`config.mk`:
```
export PLATFORM = sky130hd
export DESIGN_NAME = spi_master_engine_flat
export DESIGN_NICKNAME = d
export VERILOG_FILES = /design/src/rtl/spi_master_engine_if.sv /design/src/rtl/spi_master_engine.sv /design/src/flat_wrapper.sv
export SDC_FILE = /design/constraint.sdc
export NUM_CORES = 1
export LEC_CHECK = 0
export ABC_AREA = 1
export CAP_MARGIN = 20
export CORE_ASPECT_RATIO = 1.25
export CORE_MARGIN = 1.5
export CORE_UTILIZATION = 55
export CTS_CLUSTER_SIZE = 25
export DETAILED_ROUTE_END_ITERATION = 10
export HOLD_SLACK_MARGIN = 0.05
export PLACE_DENSITY = 0.79
export SLEW_MARGIN = 20
export SYNTH_ARGS = -nofsm -noshare
export SYNTH_HDL_FRONTEND = slang
export SYNTH_SLANG_ARGS = --single-unit
```
`constraint.sdc`:
```
create_clock -name clk -period 2 [get_ports clk]
set_clock_uncertainty 0.15 [all_clocks]
set_input_delay 0.3 -clock clk [delete_from_list [all_inputs] [get_ports clk]]
set_output_delay 0.3 -clock clk [all_outputs]
set_load 0.02 [all_outputs]
```
`src/rtl/spi_master_engine_if.sv`:
```
// Request/response bundle between a host and the SPI register-access engine.
interface spi_master_engine_if;
  logic       start;
  logic       rw;
  logic [6:0] addr;
  logic [7:0] wdata;
  logic       busy;
  logic       done;
  logic [7:0] rdata;

  modport master (output start, rw, addr, wdata, input busy, done, rdata);
  modport slave  (input start, rw, addr, wdata, output busy, done, rdata);
endinterface

```
`src/rtl/spi_master_engine.sv`:
```
// SPI mode-0 master issuing one 16-bit {addr,rw,data} frame per request;
// all pin outputs and status flags are registered.
module spi_master_engine #(
  parameter int unsigned CLK_DIV  = 16,
  parameter int unsigned CS_SETUP = 4,
  parameter int unsigned CS_HOLD  = 4,
  parameter int unsigned GAP      = 8
) (
  input  logic                 clk,
  input  logic                 rst_n,
  spi_master_engine_if.slave   bus,
  output logic                 sclk_pin,
  output logic                 cs_pin,
  output logic                 mosi_pin,
  input  logic                 miso_pin
);

  typedef enum logic [2:0] {ST_IDLE, ST_SETUP, ST_SHIFT, ST_HOLD, ST_GAP} state_t;

  localparam int unsigned MAX_A   = (CLK_DIV > CS_SETUP) ? CLK_DIV : CS_SETUP;
  localparam int unsigned MAX_B   = (CS_HOLD > GAP) ? CS_HOLD : GAP;
  localparam int unsigned CNT_MAX = (MAX_A > MAX_B) ? MAX_A : MAX_B;
  localparam int unsigned CW      = $clog2(CNT_MAX + 1);

  state_t         r_state, w_state;
  logic [CW-1:0]  r_cnt, w_cnt;
  logic           r_phase, w_phase;
  logic [3:0]     r_bit, w_bit;
  logic [15:0]    r_frame, w_frame;
  logic           r_rw, w_rw;
  logic [7:0]     r_shadow, w_shadow;
  logic [7:0]     r_rdata, w_rdata;
  logic           r_busy, w_busy;
  logic           r_done, w_done;
  logic           r_sclk, w_sclk;
  logic           r_cs, w_cs;
  logic           r_mosi, w_mosi;
  logic           r_miso_s1, r_miso_s2;

  always_ff @(posedge clk or negedge rst_n) begin
    if (!rst_n) begin
      r_miso_s1 <= 1'b0;
      r_miso_s2 <= 1'b0;
    end else begin
      r_miso_s1 <= miso_pin;
      r_miso_s2 <= r_miso_s1;
    end
  end

  always_ff @(posedge clk or negedge rst_n) begin
    if (!rst_n) begin
      r_state  <= ST_IDLE;
      r_cnt    <= '0;
      r_phase  <= 1'b0;
      r_bit    <= '0;
      r_frame  <= '0;
      r_rw     <= 1'b0;
      r_shadow <= '0;
      r_rdata  <= '0;
      r_busy   <= 1'b0;
      r_done   <= 1'b0;
      r_sclk   <= 1'b0;
      r_cs     <= 1'b1;
      r_mosi   <= 1'b0;
    end else begin
      r_state  <= w_state;
      r_cnt    <= w_cnt;
      r_phase  <= w_phase;
      r_bit    <= w_bit;
      r_frame  <= w_frame;
      r_rw     <= w_rw;
      r_shadow <= w_shadow;
      r_rdata  <= w_rdata;
      r_busy   <= w_busy;
      r_done   <= w_done;
      r_sclk   <= w_sclk;
      r_cs     <= w_cs;
      r_mosi   <= w_mosi;
    end
  end

  always_comb begin
    w_state  = r_state;
    w_cnt    = r_cnt + CW'(1);
    w_phase  = r_phase;
    w_bit    = r_bit;
    w_frame  = r_frame;
    w_rw     = r_rw;
    w_shadow = r_shadow;
    w_rdata  = r_rdata;
    w_busy   = r_busy;
    w_done   = 1'b0;
    w_sclk   = r_sclk;
    w_cs     = r_cs;
    w_mosi   = r_mosi;
    unique case (r_state)
      ST_IDLE: begin
        w_cnt = '0;
        if (bus.start) begin
          w_state  = ST_SETUP;
          w_frame  = {bus.addr, bus.rw, (bus.rw ? 8'h00 : bus.wdata)};
          w_rw     = bus.rw;
          w_shadow = '0;
          w_phase  = 1'b0;
          w_bit    = '0;
          w_busy   = 1'b1;
          w_cs     = 1'b0;
          w_mosi   = bus.addr[6];
        end
      end
      ST_SETUP: begin
        if (r_cnt == CW'(CS_SETUP - 1)) begin
          w_state = ST_SHIFT;
          w_cnt   = '0;
          w_phase = 1'b0;
          w_bit   = '0;
        end
      end
      ST_SHIFT: begin
        if (r_cnt == CW'(CLK_DIV - 1)) begin
          w_cnt = '0;
          if (!r_phase) begin
            // Rising edge; only the last eight bit periods carry read data.
            w_phase = 1'b1;
            w_sclk  = 1'b1;
            if (r_bit[3])
              w_shadow = {r_shadow[6:0], r_miso_s2};
          end else begin
            w_phase = 1'b0;
            w_sclk  = 1'b0;
            if (r_bit == 4'd15) begin
              w_state = ST_HOLD;
              w_mosi  = 1'b0;
            end else begin
              w_bit   = r_bit + 4'd1;
              w_frame = {r_frame[14:0], 1'b0};
              w_mosi  = r_frame[14];
            end
          end
        end
      end
      ST_HOLD: begin
        if (r_cnt == CW'(CS_HOLD - 1)) begin
          w_state = ST_GAP;
          w_cnt   = '0;
          w_cs    = 1'b1;
          w_done  = 1'b1;
          if (r_rw)
            w_rdata = r_shadow;
        end
      end
      ST_GAP: begin
        if (r_cnt == CW'(GAP - 1)) begin
          w_state = ST_IDLE;
          w_cnt   = '0;
          w_busy  = 1'b0;
        end
      end
      default: w_state = ST_IDLE;
    endcase
  end

  assign bus.busy  = r_busy;
  assign bus.done  = r_done;
  assign bus.rdata = r_rdata;
  assign sclk_pin  = r_sclk;
  assign cs_pin    = r_cs;
  assign mosi_pin  = r_mosi;

endmodule

```
`src/flat_wrapper.sv`:
```
// flat-port wrapper written by rule: the top's interface ports become plain ports
module spi_master_engine_flat 
#(
  parameter int unsigned CLK_DIV  = 16,
  parameter int unsigned CS_SETUP = 4,
  parameter int unsigned CS_HOLD  = 4,
  parameter int unsigned GAP      = 8
)
  (clk, rst_n, sclk_pin, cs_pin, mosi_pin, miso_pin, bus_start, bus_rw, bus_addr, bus_wdata, bus_busy, bus_done, bus_rdata);
  spi_master_engine_if bus_i ();
  input  logic clk;
  input  logic rst_n;
  output logic sclk_pin;
  output logic cs_pin;
  output logic mosi_pin;
  input  logic miso_pin;
  input wire logic [$bits(bus_i.start)-1:0] bus_start;
  input wire logic [$bits(bus_i.rw)-1:0] bus_rw;
  input wire logic [$bits(bus_i.addr)-1:0] bus_addr;
  input wire logic [$bits(bus_i.wdata)-1:0] bus_wdata;
  output wire logic [$bits(bus_i.busy)-1:0] bus_busy;
  output wire logic [$bits(bus_i.done)-1:0] bus_done;
  output wire logic [$bits(bus_i.rdata)-1:0] bus_rdata;
  assign bus_i.start = bus_start;
  assign bus_i.rw = bus_rw;
  assign bus_i.addr = bus_addr;
  assign bus_i.wdata = bus_wdata;
  assign bus_busy = bus_i.busy;
  assign bus_done = bus_i.done;
  assign bus_rdata = bus_i.rdata;
  spi_master_engine #(.CLK_DIV(CLK_DIV), .CS_SETUP(CS_SETUP), .CS_HOLD(CS_HOLD), .GAP(GAP)) u_core (.clk(clk), .rst_n(rst_n), .bus(bus_i), .sclk_pin(sclk_pin), .cs_pin(cs_pin), .mosi_pin(mosi_pin), .miso_pin(miso_pin));
endmodule
```
==> results of run 1 <==
==> repair_timing <==
action / in CTS / in global routing
cloned: 0 / 0
hold buffers: 1 / 0
endpoints found under the hold margin: 51 / 0
pin swaps: 0 / 2
setup buffers: 0 / 4
setup endpoints to repair: 4 / 30
gates resized for setup: 1 / 7
==> sequential cells by signal (all words and copies together), names as in the netlist <==
name and cells:
u_core.r_bit 4, u_core.bus.rdata 8, u_core.r_shadow 8, u_core.r_cnt 5, u_core.sclk_pin 1, u_core.mosi_pin 1
u_core.r_state 3, u_core.bus.busy 1, u_core.cs_pin 1, u_core.r_miso_s1 1, u_core.r_frame 15, u_core.r_rw 1
u_core.r_miso_s2 1, u_core.bus.done 1, u_core.r_phase 1
==> metal layers <==
metal	vias to the layer above	global-route usage (%)
li1	1050	-
met4	0	7.66
met3	7	4.90
met5	-	0
met1	968	29.2
met2	45	37.2
==> layout make-up <==
cell class / count / area share [%]
timing repair buffer: 46 / 14.0
inverter: 29 / 3.55
tap: 58 / 2.26
sequential: 52 / 40.6
clock inverter: 3 / 1.44
multi-input combinational: 211 / 36.0
clock buffer: 5 / 2.15
==> kinds of logic (layout without fill, tap and decap cells) <==
| group | Yosys count | after routing | share of synthesized area, % |
|---|---|---|---|
| and+or+nand+nor | 159 | 159 | 28.6 |
| DFF | 52 | 52 | 49.7 |
| AOI/OAI and AO/OA | 45 | 45 | 11.6 |
| buffers and inverters | 38 | 83 | 7.26 |
| adders and majority gates | 4 | 4 | 1.91 |
| xor gates and xnor gates | 3 | 3 | 1.00 |
==> synthesized netlist by cell type, types with 2 or more instances <==
cell type	count	share of area, %
dfrtp_1	51	49
inv_2	2	0.29
nand2_4	3	1.3
nor2_1	16	2.3
o21ai_0	13	2.5
a21boi_0	7	2.0
a21oi_1	4	0.76
inv_1	26	3.7
nand3b_1	2	0.57
nand2_1	99	14
ha_1	4	1.9
xor2_1	2	0.67
nand4_1	8	1.9
o21ai_2	14	4.7
nand2_2	9	2.1
nor2_2	2	0.48
buf_2	4	0.76
o21ai_1	4	0.76
nor2_4	3	1.3
buf_6	5	2.1
nand3_1	12	2.3
==> metrics by stage <==
| step | hold WS (ns) | power (mW) | setup TNS [ns] | std cells |
|---|---|---|---|---|
| after CTS | 0.213 | 1.88 | 0 | 400 |
| after floorplan | -0.146 | 1.07 | 0 | 301 |
| final | 0.210 | 1.86 | 0 | 404 |
| after detailed placement | 0.158 | 1.14 | 0 | 391 |
| after global placement | 0.158 | 1.14 | 0 | 391 |
| after global routing | 0.224 | 1.92 | -0.0953 | 404 |
==> how the worst max path moves through the flow <==
stage	from	to	cells past startpoint
finish	u_core.cs_pin$_DFFE_PN1P_	cs_pin	1
global route	u_core.r_cnt[0]$_DFF_PN0_	u_core.r_bit[2]$_DFFE_PN0P_	13
CTS	u_core.r_cnt[0]$_DFF_PN0_	u_core.r_bit[2]$_DFFE_PN0P_	13
detailed placement	u_core.r_cnt[0]$_DFF_PN0_	u_core.r_bit[1]$_DFFE_PN0P_	13
global placement	u_core.r_cnt[0]$_DFF_PN0_	u_core.r_bit[0]$_DFFE_PN0P_	13
floorplan	u_core.r_cnt[0]$_DFF_PN0_	u_core.r_bit[0]$_DFFE_PN0P_	13
==> power breakdown <==
group	switching [mW]	total, mW	internal (mW)
Sequential	0.000455	1.05	1.05
Clock	0.369	0.748	0.380
Combinational	0.0262	0.0630	0.0368
Total	0.395	1.86	1.47
==> out/qor.yml, run 1 <==
outcome:
  status: "completed"
drt:
  wirelength_mm: 5.06
  drt_iter0_drc: 97
  antenna_left: 0
  drt-wirelength-per-cell_um: 12.5
  dr_wl_met3_um: 199
  route.detailed.drc: 0
  wl_met2_mm: 2.47
  met1_length_mm: 2.30
  dr.pass1.iters: 4
  highest_layer: "met4"
  routed_via_density: 5.12
  num_vias: 2070
worst_setup_path:
  ff2ff_path_depth: 13
  rrSetupSlack_ns: 0.11
  worstPathMaxFanout: 2
  end_kind: "primary output"
  worstSetupPathType: "flop to primary output"
  cp_top_family: "buffers and inverters"
  worstPathArrival_ns: 1.45
  critical_path_buf_inv_count: 1
  cp_slowest_cell: "clkdlybuf4s50_1"
  slowest_delay_ns: 0.59
  reg2reg_to: "u_core.r_bit[2]$_DFFE_PN0P_"
  startpoint_type: "flop"
  r2r_start: "u_core.r_cnt[0]$_DFF_PN0_"
  worst_ep_required_time_ns: 1.55
  path_cells: "clkdlybuf4s50_1"
final_layout:
  drive_gt1_share_pct: 19.7
  seq_area_mm2: 0.00130
  area.growth.synth_to_final_pct: 22.4
  finalNetCount: 369
  multi_input_area_mm2: 0.00116
  final_cell_mix: "nand2_1, dfrtp_1, clkdlybuf4s50_1"
  nFillCells: 354
  final_common_cell: "nand2_1"
  finish.instance_area_mm2: 0.00321
  insertedDiodeCount: 0
  post-route-util_pct: 71.4
cts:
  clock_path_buffers: 2
  cts_buffers: 5
  cts-root-buf: "clkbuf_8"
  clkTransAtPathRegs_ns: 0.10
  htreeDepth: 2
  clk_latency_ns: 0.32
  tritoncts: "done"
  clock_sink_count: 52
worst_hold_path:
  hold-path-endpoint: "u_core.r_miso_s2$_DFF_PN0_"
  worstHoldStart: "u_core.r_miso_s1$_DFF_PN0_"
  whs_path_depth: 0
  hold_class: "flop to flop"
logic_synthesis:
  syn_nets: 325
  synth_cell_type_count: 32
  async_reset_ff_share_pct: 100
  ys_ff_latch: 52
  synth_cells: 301
  synth_edf_count: 0
  netlist_area_mm2: 0.00262
  synth_top_flop_cell: "dfrtp_1"
  ys_seq_area_share_pct: 49.7
  syn_area_per_cell_um2: 8.71
  yosys_warnings: 0
sta:
  setup_viol: 0
  slew_headroom_pct: 71.9
  setup_slack_ns: 0.101
  fmax_mhz: 527
  finalHoldViolations: 0
  slew_violations: 0
  period_minus_slack_ns: 1.90
  tightest_slew_ns: 0.421
  fin_crit_sh_pct: 94.9
power_and_ir_drop:
  ir_drop_mv: 0.458
  leakagePower_nw: 1.54
  powerDensity_mw_per_mm2: 581
global_routing:
  grt_antenna_before_repair: 0
  grt_max_degree: 53
  grt_pass1_wl_mm: 8.99
  grt_pass1_vias: 1976
  grt.total_usage_pct: 22.5
  overflow: 0
run:
  cap_violations: 0
die:
  num_io_pins: 33
  coreArea_mm2: 0.00449
  die_area_mm2: 0.00519
  initial_core_util_pct: 58.3
  die_w_um: 64.7
  row_count: 27
  die_y_um: 80.2
placement:
  pre_cts_ws_ns: 0.00873
  gp_congestion: 0.838
  placed_area_mm2: 0.00303
  port_buffers: 32
  hpwl_mm: 3.56
No activity file was read; power rests on OpenSTA's default activity.
==> run 2: changes to the inputs <==
--- a/config.mk
+++ b/config.mk
@@ -9,12 +9,12 @@
 export CAP_MARGIN = 20
 export CORE_ASPECT_RATIO = 1.25
 export CORE_MARGIN = 1.5
-export CORE_UTILIZATION = 55
+export CORE_UTILIZATION = 60
 export CTS_CLUSTER_SIZE = 25
 export DETAILED_ROUTE_END_ITERATION = 10
+export DONT_BUFFER_PORTS = 1
 export HOLD_SLACK_MARGIN = 0.05
-export PLACE_DENSITY = 0.79
-export SLEW_MARGIN = 20
+export PLACE_DENSITY = 0.76
 export SYNTH_ARGS = -nofsm -noshare
 export SYNTH_HDL_FRONTEND = slang
 export SYNTH_SLANG_ARGS = --single-unit
==> run 2 against run 1 <==
Compared with the run above: core utilization increased by 1.1 points; register-to-register slack improved by 0.03 ns; setup slack better by 0.035 ns; design area fell by 6.7%; final cell count shrank 5.4%; non-clock buffer count is 20 lower; largest cell class unchanged.
==> out/qor.yml, run 2 (synthesized netlist as in run 1, its figures left out) <==
drt:
  routed_via_density: 5.28  # +3.1%
  drt_iter0_drc: 139  # +43%
  dr.pass1.iters: 4  # unchanged
  route.detailed.drc: 0  # unchanged
  wirelength_mm: 4.87  # -3.8%
  antenna_left: 0  # unchanged
  num_vias: 2017  # -2.6%
  drt-wirelength-per-cell_um: 12.7  # +1.7%
final_layout:
  area.growth.synth_to_final_pct: 14.2
  largest_reg_flops: 15  # unchanged
  largest_register: "u_core.r_frame"
  final_common_cell: "nand2_1"
  final_cells: 382  # -5.4%
  insertedDiodeCount: 0  # unchanged
  final_cell_mix: "nand2_1, dfrtp_1, inv_1"
  nFillCells: 336  # -5.1%
  drive_gt1_share_pct: 19.3  # -0.33 points
  post-route-util_pct: 72.5  # +1.1 points
  finish.instance_area_mm2: 0.00299  # -6.7%
  finalNetCount: 349  # -5.4%
cts:
  tritoncts: "done"
  clkTransAtPathRegs_ns: 0.11  # about the same
  clk_latency_ns: 0.31  # about the same
  htreeDepth: 2  # unchanged
  cts_buffers: 5  # unchanged
  cts-root-buf: "clkbuf_8"
  clock_path_buffers: 2  # unchanged
  clock_sink_count: 52  # unchanged
power_and_ir_drop:
  ir_drop_mv: 0.513  # +12%
  powerDensity_mw_per_mm2: 582  # +0.20%
  leakagePower_nw: 1.46  # -5.5%
  finalPower_mw: 1.74  # -6.5%
sta:
  tightest_slew_ns: 0.481  # +0.0598 ns
  rsz0062_at_grt: "no"
  finalHoldViolations: 0  # unchanged
  slew_violations: 0  # unchanged
  fin_setup_tns_ns: 0  # unchanged
  setup_slack_ns: 0.136  # +0.0348 ns
  fmax_mhz: 537  # +1.9%
  fin_crit_sh_pct: 93.2  # -1.7 points
  setup_viol: 0  # unchanged
  whs_ns: 0.0623  # -0.148 ns
  period_minus_slack_ns: 1.86  # -0.0348 ns
  slew_headroom_pct: 67.9  # -4.1 points
die:
  die_area_mm2: 0.00478  # -8.0%
  initial_core_util_pct: 63.4  # +5.1 points
  num_io_pins: 33  # unchanged
  coreArea_mm2: 0.00413  # -8.0%
  die_w_um: 62.1  # -4.1%
  row_count: 26  # -3.7%
  die_y_um: 76.9  # -4.1%
global_routing:
  grt_max_degree: 53  # unchanged
  overflow: 0  # unchanged
  grt_pass1_wl_mm: 8.69  # -3.4%
  grt_pass1_vias: 2025  # +2.5%
  grt.total_usage_pct: 22.5  # about the same
  grt_antenna_before_repair: 0  # unchanged
worst_hold_path:
  worstHoldStart: "bus_addr[4]"
  whs_path_depth: 4  # +4
  hold-path-endpoint: "u_core.r_frame[13]$_DFFE_PN0P_"
  hold_class: "primary input to flop"
worst_setup_path:
  r2r_start: "u_core.r_cnt[1]$_DFF_PN0_"
  cp_slowest_cell: "dfrtp_1"
  startpoint_type: "flop"
  rrSetupSlack_ns: 0.14  # +0.03 ns
  slowest_delay_ns: 0.39  # -0.20 ns
  crit_top_cell: "nand2_1"
  reg2reg_to: "u_core.r_bit[0]$_DFFE_PN0P_"
  worst_ep_required_time_ns: 2.06  # +0.51 ns
  worstSetupPathType: "flop to flop"
  path_cells: "ha_2 -> nand2_1 -> inv_1 -> nand2_1 -> inv_2 -> ha_4 -> inv_1 -> nand3_2 -> nand2_2 -> nor2_4 -> nand2_2 -> nand2_1 -> nand2_1"
  worstPathArrival_ns: 1.92  # +0.47 ns
  ff2ff_path_depth: 13  # unchanged
  end_kind: "flop"
  worstPathMaxFanout: 6  # +4
placement:
  dp.cells: 354  # -9.5%
  placed_area_mm2: 0.00267  # -12%
  hpwl_mm: 3.25  # -8.8%
  port_buffers: 0  # -100%
  gp_congestion: 0.873  # +4.2%
  pre_cts_ws_ns: 0.0475  # +0.0387 ns
run:
  cap_violations: 0  # unchanged
outcome:
  status: "completed"
## run 2: changes by cell type in the layout (fill, tap and decap cells not counted), sizes merged
cell,previous run,this run
dlygate4sd3,1,14
clkinvlp,0,1
buf,14,12
clkdlybuf4s50,31,0
bufinv,1,0
## run 2: layer usage
layer	GRT usage, %	routed length [um]	vias up
li1	-	-	1010
met1	27.0	2230	961
met2	39.8	2420	40
met3	4.84	162	6
met4	7.78	58	0
met5	0	0	-
## run 2: cell type report
class                      count  area, um^2  area share (%)
sequential                    52        1300            43.5
multi-input combinational    211        1150            38.4
timing repair buffer          26         263            8.78
inverter                      29         114            3.80
clock inverter                 3        27.5           0.919
tap                           56        70.1            2.34
clock buffer                   5        68.8            2.30
## run 2: report_power, final
| part | internal, mW | switching, mW | total (mW) |
|---|---|---|---|
| sequential | 1.05 | 0.000433 | 1.05 |
| clock | 0.258 | 0.383 | 0.640 |
| combinational | 0.0243 | 0.0258 | 0.0501 |
| total | 1.33 | 0.409 | 1.74 |
## run 2: timing repair
item,CTS,global route
endpoints found under the setup margin,0,31
endpoints found under the hold margin,65,0
setup buffers,0,5
hold buffers,15,0
resized for setup,0,5
## run 2: how the worst max path moves through the flow
stage | from | endpoint | slack, ns
2_1_floorplan | u_core.r_cnt[0]$_DFF_PN0_ | u_core.r_bit[0]$_DFFE_PN0P_ | 0.21
3_3_place_gp | u_core.r_cnt[0]$_DFF_PN0_ | u_core.r_bit[0]$_DFFE_PN0P_ | 0.1
3_5_place_dp | u_core.r_cnt[0]$_DFF_PN0_ | u_core.r_bit[3]$_DFFE_PN0P_ | 0.05
4_1_cts | u_core.r_cnt[0]$_DFF_PN0_ | u_core.r_bit[0]$_DFFE_PN0P_ | 0.02
5_1_grt | u_core.r_cnt[0]$_DFF_PN0_ | u_core.r_bit[1]$_DFFE_PN0P_ | 0.004
6_report | u_core.r_cnt[1]$_DFF_PN0_ | u_core.r_bit[0]$_DFFE_PN0P_ | 0.14
## run 2: worst max-delay path: cells and delay by family, from the launching register on
kind,cells,cell delay [ns]
and+or+nand+nor,8,0.70
buffers and inverters,3,0.20
DFF,1,0.39
adders and majority gates,2,0.32
